--- src/rtl/pipe_spawn_scheduler.sv ---
// Game-run FSM, score-paced spawn timer and lowest-free slot allocator for
// the three-slot pipe animation datapath.
module pipe_spawn_scheduler #(
   parameter int         BASE_INTERVAL = 120,
   parameter int         MIN_INTERVAL  = 60,
   parameter int         INTERVAL_STEP = 2,
   parameter int         Y_MIN         = 100,
   parameter int         Y_MAX         = 380,
   parameter logic [9:0] LFSR_SEED     = 10'h2A5
) (
   input  logic       animationCLOCK,
   input  logic       resetN,
   input  logic       start,
   input  logic       crash,
   input  logic [9:0] score,
   input  logic [2:0] slotDone,
   output logic [2:0] spawnEn,
   output logic [9:0] spawnY,
   output logic [9:0] spawnScore,
   output logic [2:0] slotBusy,
   output logic [1:0] gameState,
   output logic       pending
);
   localparam int          RANGE  = Y_MAX - Y_MIN;
   localparam logic [15:0] BASE16 = 16'(BASE_INTERVAL);
   localparam logic [15:0] MIN16  = 16'(MIN_INTERVAL);
   localparam logic [15:0] STEP16 = 16'(INTERVAL_STEP);
   localparam logic [15:0] SPAN16 = 16'(BASE_INTERVAL - MIN_INTERVAL);
   localparam logic [8:0]  RANGE9 = 9'(RANGE);
   localparam logic [9:0]  YMIN10 = 10'(Y_MIN);

   typedef enum logic [1:0] {
      IDLE = 2'd0,
      RUN  = 2'd1,
      OVER = 2'd2
   } state_t;

   state_t      state_reg;
   logic [15:0] timer_reg;
   logic [9:0]  lfsr_reg;

   logic [15:0] red;
   logic [15:0] interval;
   logic        expired;
   logic        spawn_ok;
   logic [2:0]  free_slots;
   logic [2:0]  pick;
   logic [8:0]  r;
   logic [9:0]  y_next;

   always_comb begin
      red      = 16'(score) * STEP16;
      interval = (red >= SPAN16) ? MIN16 : BASE16 - red;
   end

   // >= rather than == so a score jump mid-count still triggers at once
   assign expired = (timer_reg >= interval - 16'd1);

   assign free_slots = ~slotBusy;
   assign pick[0]    = free_slots[0];
   generate
      for (genvar gi = 1; gi < 3; gi++) begin : g_pick
         assign pick[gi] = free_slots[gi] & ~(|free_slots[gi-1:0]);
      end
   endgenerate

   // Out-of-range draws fold back to the bottom of the window
   assign r      = lfsr_reg[8:0];
   assign y_next = (r <= RANGE9) ? YMIN10 + {1'b0, r}
                                 : YMIN10 + {1'b0, r - RANGE9 - 9'd1};

   assign spawn_ok = (state_reg == RUN) && !crash && (expired || pending)
                     && (|free_slots);

   always_ff @(posedge animationCLOCK) begin
      if (!resetN) begin
         state_reg  <= IDLE;
         timer_reg  <= 16'd0;
         lfsr_reg   <= LFSR_SEED;
         spawnEn    <= 3'b000;
         spawnY     <= 10'd0;
         spawnScore <= 10'd0;
         slotBusy   <= 3'b000;
         pending    <= 1'b0;
      end else begin
         spawnEn <= 3'b000;
         case (state_reg)
            IDLE: begin
               timer_reg <= 16'd0;
               pending   <= 1'b0;
               slotBusy  <= 3'b000;
               if (start) state_reg <= RUN;
            end
            RUN: begin
               lfsr_reg <= {lfsr_reg[8:0], lfsr_reg[9] ^ lfsr_reg[6]};
               if (crash) begin
                  state_reg <= OVER;
                  pending   <= 1'b0;
                  slotBusy  <= slotBusy & ~slotDone;
               end else if (spawn_ok) begin
                  spawnEn    <= pick;
                  spawnY     <= y_next;
                  spawnScore <= score;
                  slotBusy   <= (slotBusy & ~slotDone) | pick;
                  timer_reg  <= 16'd0;
                  pending    <= 1'b0;
               end else begin
                  slotBusy <= slotBusy & ~slotDone;
                  if (expired || pending) pending <= 1'b1;
                  else                    timer_reg <= timer_reg + 16'd1;
               end
            end
            OVER: begin
               pending  <= 1'b0;
               slotBusy <= slotBusy & ~slotDone;
               if (start) state_reg <= IDLE;
            end
            default: state_reg <= IDLE;
         endcase
      end
   end

   assign gameState = state_reg;

endmodule

--- config.mk ---
export PLATFORM = sky130hd
export DESIGN_NAME = pipe_spawn_scheduler
export DESIGN_NICKNAME = d
export VERILOG_FILES = /design/src/rtl/pipe_spawn_scheduler.sv
export SDC_FILE = /design/constraint.sdc
export NUM_CORES = 1
export LEC_CHECK = 0
export ABC_CLOCK_PERIOD_IN_PS = 5000
export CAP_MARGIN = 20
export CORE_UTILIZATION = 55
export DETAILED_ROUTE_END_ITERATION = 12
export PLACE_DENSITY = 0.8
export RECOVER_POWER = 100
export SLEW_MARGIN = 10
export SYNTH_ARGS = -nofsm -noshare
export SYNTH_HDL_FRONTEND = slang
export SYNTH_SLANG_ARGS = --single-unit
--- constraint.sdc ---
create_clock -name animationCLOCK -period 5 [get_ports animationCLOCK]
set_input_delay 0.75 -clock animationCLOCK [delete_from_list [all_inputs] [get_ports animationCLOCK]]
set_output_delay 0.75 -clock animationCLOCK [all_outputs]
set_load 0.01 [all_outputs]
==> impl_metrics.toml <==
[yosys]
yosys.area.top_type = "dfxtp_1"
ys_async_sr_fraction = 0
ys_seq_elements = 55
ys_top_cells_by_area = "dfxtp_1 (32%), ha_1 (9.8%), mux2i_1 (6.7%)"
synth_cell_types = 60
yosys_most_used_dff = "dfxtp_1"
synth_area_sq_mm = 0.00344
avgSynthCellArea_sq_um = 8.42
ys_seq_area_frac = 0.320
synth_top_area_frac = 0.320
yosys_warnings = 0
synth_cells = 408
synth_edf_count = 0

[worst_setup_path]
cp-startpoint = "score[6]"
slowest_stage = "or4_1"
worst-setup-path-type = "in -> reg"
r2r_cells = 9
slowest_delay_ns = 0.51
end_kind = "register"
crit_family = "simple AND/OR/NAND/NOR gates"
rr_startpoint = "gameState[0]"
cpMostUsedCell = "nor2_1"
cp_num_cells = 18
crit_chain = "clkdlybuf4s50_1 -> or4_1 -> nor2_1 -> o21ai_0 -> nor2_1 -> ha_1 -> nand4_1 -> mux2i_1 -> xnor2_1 -> nor2_1 -> ha_1 -> a21oi_1 -> o21ai_0 -> a22oi_4 -> buf_4 -> a31oi_4 -> nand3b_1 -> a21oi_1"
worstPathMaxFanout = 14
cp.arrival_ns = 4.64
timing.rr.end = "timer_reg[3]"
crit_end = "timer_reg[3]"
startpoint_type = "primary input"
rrSetupSlack_ns = 2.07
worstPathRequired_ns = 5.23
cp_num_buf_inv = 2

[pwr]
irDropWorstVdd_v = 0.000171
p_per_area_mw_per_mm2 = 245
leakage_nw = 1.64

[timing]
setup_ws_ns = 0.581
slew_violations = 0
finClkSkew_ns = 0.0100
slew_headroom = 0.425
fin_crit_sh = 0.884
fin_crit_ns = 4.42
report.final.setup_viol = 0
finalSetupTns_ns = 0
whs_ns = 0.480
worstMarginPinSlew_ns = 0.863
max_clock_freq_ghz = 0.226
finalHoldViolCount = 0
rsz0062_at_grt = "no"

[cts]
clock_path_buffers = 2
root_buffer = "clkbuf_8"
cts.sinks = 55
path_clk_slew_ns = 0.10
cts_resized = 0
cts_max_level = 2
cts_setup_buffers = 0
cts-buffers-inserted = 5
cts_hold_buf = 0
cts_tree = "yes"
insertion_delay_ns = 0.30

[cells_and_area]
drive_above_1_share = 0.0487
nNetsFinal = 496
mostFrequentLayoutCells = "dfxtp_1 (55), nor2_1 (44), dlygate4sd3_1 (30)"
n_antenna_cell = 0
fill_cells = 519
largest_reg_flops = 16
syn_to_final_growth_pct = 17.3
final_common_cell = "dfxtp_1"
final_cells = 527

[global_routing]
grt-ovfl-total = 0
grt_max_degree = 28
grt_pass1_wl_mm = 12.1
grtUsageTotal = 0.230
grt_pass1_vias = 2788
antenna_found_initial = 0

[min_path]
min_path_type = "reg -> reg"
hp-start = "spawnY[5]"

[routing]
routed_wl_mm = 7.36
routed_via_density = 5.81
firstDrtPassIters = 4
drc = 0
vias = 3061
ant_nets = 0
wire_per_inst_um = 14.0
dr.first_iter.drc_count = 132

[placement]
dp_hpwl_mm = 5.46
io_buffers = 45
dpl.cell_count = 520
preCtsSetupSlack_ns = 0.232
globalplace.congestion = 0.849

[floorplan]
die_h_um = 81.0
start_util = 0.577
dieArea_sq_mm = 0.00657
io_pins = 46
rows = 28
die_w_um = 81.0
coreArea_sq_mm = 0.00596

[run_status]
status = "finished clean"

[run]
cap_viol_max_count = 0
## worst register-to-register path, cell delays in order, from the launching register on
cell and delay [ns]:
dfxtp_1 0.43, ha_1 0.76, nor2b_1 0.45, nand2_1 0.21, nand2_1 0.12, a31oi_1 0.05
buf_4 0.18, buf_4 0.17, or3_1 0.34, a21oi_1 0.16
## how the worst min path moves through the flow
stage | to | slack (ns) | cells past startpoint
6_report | spawnY[5] | 0.48 | 2
5_1_grt | spawnY[5] | 0.51 | 2
4_1_cts | spawnY[5] | 0.48 | 2
3_5_place_dp | spawnY[5] | 0.47 | 2
3_3_place_gp | spawnY[6] | 0.46 | 2
2_1_floorplan | timer_reg[15] | 0.46 | 2
## final cells by class
class	instances	area, sq um	share of cell area
timing repair buffer	49	493	0.122
inverter	17	63.8	0.0158
clock buffer	6	72.6	0.0180
sequential	55	1100	0.273
clock inverter	1	30.0	0.00745
tap	75	93.8	0.0233
multi-input combinational	324	2180	0.540
## where the power goes
group | leakage, nW | total, mW | switching, mW | internal [mW]
logic | 1.14 | 0.220 | 0.125 | 0.0950
clock network | 0.0513 | 0.286 | 0.139 | 0.147
registers | 0.445 | 0.482 | 0.0287 | 0.453
## Yosys cell counts, types with 5 or more instances
master and number:
a21oi_1 28, a31oi_1 6, and2_1 5, buf_2 6, clkbuf_1 6, dfxtp_1 55, ha_1 27, inv_1 17
mux2i_1 23, nand2_1 28, nand2b_1 6, nand3_1 16, nand4_1 6, nor2_1 44, nor2b_1 5, nor3_1 5
o211ai_1 5, o21ai_0 26, or3_1 12, or4_1 5, xnor2_1 8, xor2_1 7
## stage by stage
step           utilization  power, mW  cell area, sq um
6_report             0.677      0.988              4030
5_1_grt              0.677       1.03              4030
4_1_cts              0.679      0.995              4040
3_5_place_dp         0.661      0.712              3940
3_3_place_gp         0.661      0.703              3940
2_1_floorplan            -      0.652              3470
## logic make-up after synthesis
family | Yosys count | synth area share
compound gates | 103 | 0.200
fa+ha+maj | 27 | 0.0983
buf+inv | 37 | 0.0543
xor+xnor | 15 | 0.0382
mux | 23 | 0.0670
flops | 55 | 0.320
simple gates | 147 | 0.220
other cells | 1 | 0.00109
## per-layer routing
layer | GRT usage | part of all wire | vias to the layer above
met4 | 0.0411 | 0.0094 | 0
li1 | - | - | 1539
met1 | 0.299 | 0.48 | 1458
met2 | 0.403 | 0.48 | 55
met5 | 0 | 0 | -
met3 | 0.0348 | 0.030 | 9
(Power assumes the default switching activity.)
